[src/rtl/ctrl_pipe_pkg.sv]
// Shared types and constants for the ID->WB control-signal pipeline.
// ctrl_bundle_t packs the main decoder outputs; CTRL_NOP is the bubble value.
package ctrl_pipe_pkg;

  typedef struct packed {
    logic [3:0] alu_ctrl;
    logic [2:0] mem_to_reg;
    logic       mem_write;
    logic       reg_write;
    logic       pc_sel;
  } ctrl_bundle_t;

  localparam int CTRL_BUNDLE_W = $bits(ctrl_bundle_t);

  // Bubble content: no memory write, no register write, sequential PC.
  localparam ctrl_bundle_t CTRL_NOP = '0;

  localparam int ST_IDEX  = 0;
  localparam int ST_EXMEM = 1;
  localparam int ST_MEMWB = 2;

endpackage

[src/rtl/ctrl_pipe_chain_if.sv]
// Decoder-side handshake and stage outputs of ctrl_pipe_chain.
// master = decoder / hazard unit side, slave = the pipeline itself.
interface ctrl_pipe_chain_if #(
  parameter int CTRL_W   = 10,
  parameter int N_STAGES = 3
);
  logic [CTRL_W-1:0]          ctrl_in;
  logic                       valid_in;
  logic                       hold_all;
  logic                       stall;
  logic                       flush;
  logic                       id_ready;
  logic [N_STAGES*CTRL_W-1:0] ctrl_stage_o;
  logic [N_STAGES-1:0]        valid_stage_o;

  modport master (
    output ctrl_in, valid_in, hold_all, stall, flush,
    input  id_ready, ctrl_stage_o, valid_stage_o
  );

  modport slave (
    input  ctrl_in, valid_in, hold_all, stall, flush,
    output id_ready, ctrl_stage_o, valid_stage_o
  );
endinterface

[src/rtl/ctrl_pipe_stage.sv]
// One control pipeline register: CTRL_W bits of control plus a valid bit.
// Invalid or bubbled input is stored as CTRL_NOP so an empty stage never drives stray enables.
module ctrl_pipe_stage
  import ctrl_pipe_pkg::*;
#(
  parameter int CTRL_W = 10
) (
  input  logic              clk,
  input  logic              rst_n,
  input  logic              hold,
  input  logic              bubble,
  input  logic [CTRL_W-1:0] d,
  input  logic              d_valid,
  output logic [CTRL_W-1:0] q,
  output logic              q_valid
);

  // NOTE: async clear in the sensitivity list, and <= for every register so all
  // stages sample the previous-cycle values of their neighbours.
  always_ff @(posedge clk or negedge rst_n) begin
    if (!rst_n) begin
      q       <= CTRL_W'(CTRL_NOP);
      q_valid <= 1'b0;
    end else if (!hold) begin
      if (bubble || !d_valid) begin
        q       <= CTRL_W'(CTRL_NOP);
        q_valid <= 1'b0;
      end else begin
        q       <= d;
        q_valid <= 1'b1;
      end
    end
  end

endmodule

[src/rtl/ctrl_pipe_chain.sv]
// Parametrised ID->WB control pipeline with global hold, load-use bubble and branch flush.
// Optional perf counters (stall/flush/retire) are built when PERF_CNT_EN is defined.
module ctrl_pipe_chain
  import ctrl_pipe_pkg::*;
#(
  parameter int CTRL_W      = CTRL_BUNDLE_W,
  parameter int N_STAGES    = 3,
  parameter int FLUSH_DEPTH = 2,
  parameter int CNT_W       = 32
) (
  input  logic               clk,
  input  logic               reset_n,
  ctrl_pipe_chain_if.slave   bus
`ifdef PERF_CNT_EN
  ,
  output logic [CNT_W-1:0]   stall_cnt_o,
  output logic [CNT_W-1:0]   flush_cnt_o,
  output logic [CNT_W-1:0]   retire_cnt_o
`endif
);

  if (FLUSH_DEPTH < 1 || FLUSH_DEPTH > N_STAGES || CNT_W < 1) begin : g_bad_params
    $error("ctrl_pipe_chain: FLUSH_DEPTH must be 1..N_STAGES and CNT_W >= 1");
  end

  logic [CTRL_W-1:0]   stage_ctrl [N_STAGES];
  logic [N_STAGES-1:0] stage_valid;

  // A flush discards the ID bundle, so it also counts as consuming it.
  assign bus.id_ready = ~bus.hold_all & (~bus.stall | bus.flush);

  for (genvar k = 0; k < N_STAGES; k++) begin : g_stage
    logic [CTRL_W-1:0] d;
    logic              d_valid;
    logic              bubble;

    if (k == 0) begin : g_head
      assign d       = bus.ctrl_in;
      assign d_valid = bus.valid_in;
      assign bubble  = bus.flush | bus.stall;
    end else begin : g_body
      assign d       = stage_ctrl[k-1];
      assign d_valid = stage_valid[k-1];
      if (k < FLUSH_DEPTH) begin : g_killable
        assign bubble = bus.flush;
      end else begin : g_kept
        assign bubble = 1'b0;
      end
    end

    ctrl_pipe_stage #(.CTRL_W(CTRL_W)) u_stage (
      .clk     (clk),
      .rst_n   (reset_n),
      .hold    (bus.hold_all),
      .bubble  (bubble),
      .d       (d),
      .d_valid (d_valid),
      .q       (stage_ctrl[k]),
      .q_valid (stage_valid[k])
    );

    assign bus.ctrl_stage_o[k*CTRL_W +: CTRL_W] = stage_ctrl[k];
  end

  assign bus.valid_stage_o = stage_valid;

`ifdef PERF_CNT_EN
  logic stall_acc;
  logic flush_acc;
  logic retire;

  assign stall_acc = ~bus.hold_all & ~bus.flush & bus.stall;
  assign flush_acc = ~bus.hold_all & bus.flush;
  assign retire    = ~bus.hold_all & stage_valid[N_STAGES-1];

  // Counters saturate at all-ones rather than wrapping.
  always_ff @(posedge clk or negedge reset_n) begin
    if (!reset_n) begin
      stall_cnt_o  <= '0;
      flush_cnt_o  <= '0;
      retire_cnt_o <= '0;
    end else begin
      if (stall_acc && !(&stall_cnt_o))   stall_cnt_o  <= stall_cnt_o + 1'b1;
      if (flush_acc && !(&flush_cnt_o))   flush_cnt_o  <= flush_cnt_o + 1'b1;
      if (retire && !(&retire_cnt_o))     retire_cnt_o <= retire_cnt_o + 1'b1;
    end
  end
`endif

endmodule
[src/flat_wrapper.sv]
// flat-port wrapper written by rule: the top's interface ports become plain ports
module ctrl_pipe_chain_flat import ctrl_pipe_pkg::*;
#(
  parameter int CTRL_W      = CTRL_BUNDLE_W,
  parameter int N_STAGES    = 3,
  parameter int FLUSH_DEPTH = 2,
  parameter int CNT_W       = 32
)
  (clk, reset_n, bus_ctrl_in, bus_valid_in, bus_hold_all, bus_stall, bus_flush, bus_id_ready, bus_ctrl_stage_o, bus_valid_stage_o);
  ctrl_pipe_chain_if #(.CTRL_W(CTRL_W), .N_STAGES(N_STAGES)) bus_i ();
  input  logic clk;
  input  logic reset_n;
  input wire logic [$bits(bus_i.ctrl_in)-1:0] bus_ctrl_in;
  input wire logic [$bits(bus_i.valid_in)-1:0] bus_valid_in;
  input wire logic [$bits(bus_i.hold_all)-1:0] bus_hold_all;
  input wire logic [$bits(bus_i.stall)-1:0] bus_stall;
  input wire logic [$bits(bus_i.flush)-1:0] bus_flush;
  output wire logic [$bits(bus_i.id_ready)-1:0] bus_id_ready;
  output wire logic [$bits(bus_i.ctrl_stage_o)-1:0] bus_ctrl_stage_o;
  output wire logic [$bits(bus_i.valid_stage_o)-1:0] bus_valid_stage_o;
  assign bus_i.ctrl_in = bus_ctrl_in;
  assign bus_i.valid_in = bus_valid_in;
  assign bus_i.hold_all = bus_hold_all;
  assign bus_i.stall = bus_stall;
  assign bus_i.flush = bus_flush;
  assign bus_id_ready = bus_i.id_ready;
  assign bus_ctrl_stage_o = bus_i.ctrl_stage_o;
  assign bus_valid_stage_o = bus_i.valid_stage_o;
  ctrl_pipe_chain #(.CTRL_W(CTRL_W), .N_STAGES(N_STAGES), .FLUSH_DEPTH(FLUSH_DEPTH), .CNT_W(CNT_W)) u_core (.clk(clk), .reset_n(reset_n), .bus(bus_i));
endmodule
[config.mk]
export PLATFORM = sky130hd
export DESIGN_NAME = ctrl_pipe_chain_flat
export DESIGN_NICKNAME = d
export VERILOG_FILES = /design/src/rtl/ctrl_pipe_pkg.sv /design/src/rtl/ctrl_pipe_chain_if.sv /design/src/rtl/ctrl_pipe_stage.sv /design/src/rtl/ctrl_pipe_chain.sv /design/src/flat_wrapper.sv
export SDC_FILE = /design/constraint.sdc
export NUM_CORES = 1
export LEC_CHECK = 0
export ABC_CLOCK_PERIOD_IN_PS = 1500
export CAP_MARGIN = 5
export CORE_MARGIN = 2
export CORE_UTILIZATION = 45
export CTS_CLUSTER_SIZE = 28
export DETAILED_ROUTE_END_ITERATION = 6
export PLACE_DENSITY = 0.78
export RECOVER_POWER = 25
export REMOVE_ABC_BUFFERS = 1
export SLEW_MARGIN = 5
export SYNTH_ARGS = -nofsm -noshare
export SYNTH_HDL_FRONTEND = slang
export SYNTH_SLANG_ARGS = --single-unit
[constraint.sdc]
create_clock -name clk -period 1.5 [get_ports clk]
set_input_delay 0.45 -clock clk [delete_from_list [all_inputs] [get_ports clk]]
set_output_delay 0.45 -clock clk [all_outputs]
set_load 0.03 [all_outputs]
==> summary.md <==
| Metric | Value |
|---|---|
| PwrDens | `748 nW/um2` |
| Critical Path End Type | `output pin` |
| Drt drc | `0` |
| Via count | `1127` |
| Die height | `between 60 and 70 um` |
| Initial antenna violation count | `0` |
| Sink Count | `33` |
| Critical Path RT | `approximately 1100 ps` |
| Final period util | `0.972` |
| Area leader, netlist | `dfrtp_1` |
| Largest stage delay, worst path | `410 ps` |
| Setup TNS | `0 ps` |
| First-pass GRT wire length | `4820 um` |
| HP Class | `flip-flop to flip-flop` |
| Worst-path maximum fanout | `2` |
| Avg Inst Size Synth | `around 12 um2` |
| Share of cells above drive strength 1 | `0.412` |
| Wirelength per Cell | `11.8 um` |
| Drt pass-1 iters | `4` |
| Peak VDD IR | `~0.00044 V` |
| Layout area overhead | `36.7%` |
| Antenna diode instance count | `0` |
| Sequential element share of the synthesized area | `0.531` |
| CP top delay family | `flip-flops` |
| Post-DP HPWL | `2180 um` |
| Gr usage total | `0.155` |
| Filler cells | `295` |
| Pin count of the biggest net entering global routing | `34` |
| Top_reg_cell synth | `dfrtp_1` |
| Yosys top cell area share | `0.531` |
| Static Leakage | `about 1.0 nW` |
| H-Tree Depth | `2` |
| RSZ-0062 raised after global routing | `no` |
| I/O pin count | `50` |
| Synth area leaders | `dfrtp_1 53%, nand2_4 7.2%, a22o_1 5.6%, o21ai_2 5.6%, nand2_1 5.1%` |
| Ys async rst share | `1.00` |
| Initial core utilization | `0.466` |
| Final ANT Viol Nets | `0` |
| Measured slew at the worst slew-check pin | `about 760 ps` |
| Vias per std cell | `~4.7` |
| Crit path kind | `flip-flop to output pin` |
| CTS clock-pin slew for the worst setup and hold paths | `90 ps` |
| Core Box Area | `approximately 3300 um2` |
| Final hold violations | `0` |
| Post-CTS setup buffers | `0` |
| CTS tree | `done` |
| Count leader, synth | `dfrtp_1` |
| RR Startpoint | `u_core.g_stage[1].u_stage.q_valid` |
| Status | `finished, final reports clean` |
| EDFF count, synth | `0` |
| Total wire length | `roughly 2800 um` |
| GP Congestion | `approximately 0.69` |
| FF-to-FF End | `u_core.g_stage[2].u_stage.q_valid` |
| Worst skew pair latency | `320 ps` |
| Finish-stage setup viols | `0` |
| Fmax | `686 MHz` |
| #FFs+latches synth | `33` |
| Worst path buffer plus inverter count | `1` |
| Grt total ovfl | `0` |
| Die span in x | `62.8 um` |
| Row Count | `21` |
| Die area | `about 4000 um2` |
| Post-synth top cells | `33 x dfrtp_1, 21 x nand2_1, 11 x nand2b_1` |
| Ys Warns | `0` |
| CTS Buf Count | `5` |
| Placed cells | `232` |
| Worst hold stages | `2` |
| Synth cell types | `17` |
| PortBufs | `49` |
| Vias in the first global route | `about 1000` |
| Critical Path AT | `1010 ps` |
| Slew HR | `0.493` |
| Crit path cell chain | `clkdlybuf4s15_2` |
| Slowest CP cell | `dfrtp_1` |
| Final Critical Period | `1460 ps` |
| Total of max-cap violations | `0` |
| Clock skew | `about 3.2 ps` |
| Non-filler instance count after layout | `240` |
| Reg2reg setup slack | `560 ps` |
| Worst min-delay path startpoint | `u_core.g_stage[2].u_stage.q[3]` |
| DRT iter0 DRCs | `31` |
| Post-synthesis instance total | `roughly 130` |
| Hold endpoint | `u_core.g_stage[2].u_stage.q[3]` |
| Layout net count | `209` |
| Max-slew violations | `0` |
| Worst setup SP type | `flip-flop` |
| R2R depth | `2` |
| CTS Buffer Depth | `2` |
| Post-Synthesis Cell Area | `1560 um2` |
| Root Buffer | `clkbuf_4` |
-- stage by stage --
| stage | utilization | hold slack [ps] | setup slack (ps) | power [mW] | area, um2 |
|---|---|---|---|---|---|
| floorplan | - | 154 | 100 | 1.01 | 1430 |
| global placement | 0.621 | 470 | -192 | 1.16 | 2070 |
| detailed placement | 0.621 | 479 | -220 | 1.17 | 2070 |
| CTS | 0.640 | 492 | 24.7 | 1.62 | 2140 |
| global route | 0.638 | 537 | 1.29 | 1.67 | 2130 |
| finish | 0.638 | 497 | 42.6 | 1.59 | 2130 |
-- layer usage --
metal  track usage  wire length, um
met1         0.199             1220
met2         0.237             1350
met3        0.0613              217
met4        0.0583               50
met5             0                0
-- state kept, by name, indices dropped and copies added (netlist names) --
name                            count
u_core.g_stage.u_stage.q           30
u_core.g_stage.u_stage.q_valid      3
-- power by group --
group          internal, mW  total, mW  switching [mW]
Sequential            0.904      0.916          0.0123
Clock                 0.187      0.450           0.263
Combinational         0.104      0.226           0.123
Total                  1.19       1.59           0.398
-- logic make-up (layout without fill, tap and decap cells) --
group | count (synthesis) | after routing | share of synthesized area
buffers and inverters | 14 | 74 | 0.0836
multiplexers | 2 | 2 | 0.0193
AND/OR/NAND/NOR | 53 | 53 | 0.215
AO/OA/AOI/OAI | 32 | 32 | 0.151
flip-flops | 33 | 33 | 0.531
-- timing repair --
action	in CTS	in global routing
pin swaps	1	1
hold buffers	0	0
endpoints found under the setup margin	16	1
gates resized for setup	47	2
-- area by class of cell --
cell class                 instances  area [um2]  share of cell area
tap                               46        57.6              0.0270
sequential                        33         826               0.388
inverter                           1        3.75             0.00176
clock buffer                       8        48.8              0.0229
multi-input combinational         87         604               0.284
timing repair buffer              65         588               0.276
-- worst reg2reg max path: stages (launching register included) --
cell and delay (ps):
dfrtp_1 390, buf_4 180, mux2_4 270
-- how the worst max path moves through the flow --
stage / from / end / slack (ps) / cells past startpoint
after detailed placement: bus_flush / bus_id_ready / -220 / 4
after floorplan: bus_flush / bus_id_ready / 100 / 2
after global placement: bus_flush / bus_id_ready / -190 / 4
final: u_core.g_stage[1].u_stage.q[4] / bus_ctrl_stage_o[14] / 40 / 1
after global routing: u_core.g_stage[1].u_stage.q[4] / bus_ctrl_stage_o[14] / 1 / 1
after CTS: u_core.g_stage[1].u_stage.q[4] / bus_ctrl_stage_o[14] / 20 / 1
-- cells in the final DEF (no fill, tap or decap), types with 10 or more instances in the layout --
| master | synthesis | final |
|---|---|---|
| a22o_1 | 10 | 10 |
| buf_4 | 5 | 32 |
| clkdlybuf4s15_2 | 0 | 15 |
| clkdlybuf4s50_1 | 0 | 11 |
| dfrtp_1 | 33 | 33 |
| nand2_1 | 21 | 21 |
| nand2_4 | 10 | 10 |
| nand2b_1 | 11 | 11 |
| nor2b_1 | 10 | 10 |
| o21ai_1 | 10 | 10 |
| o21ai_2 | 10 | 10 |
(Power assumes the default switching activity.)
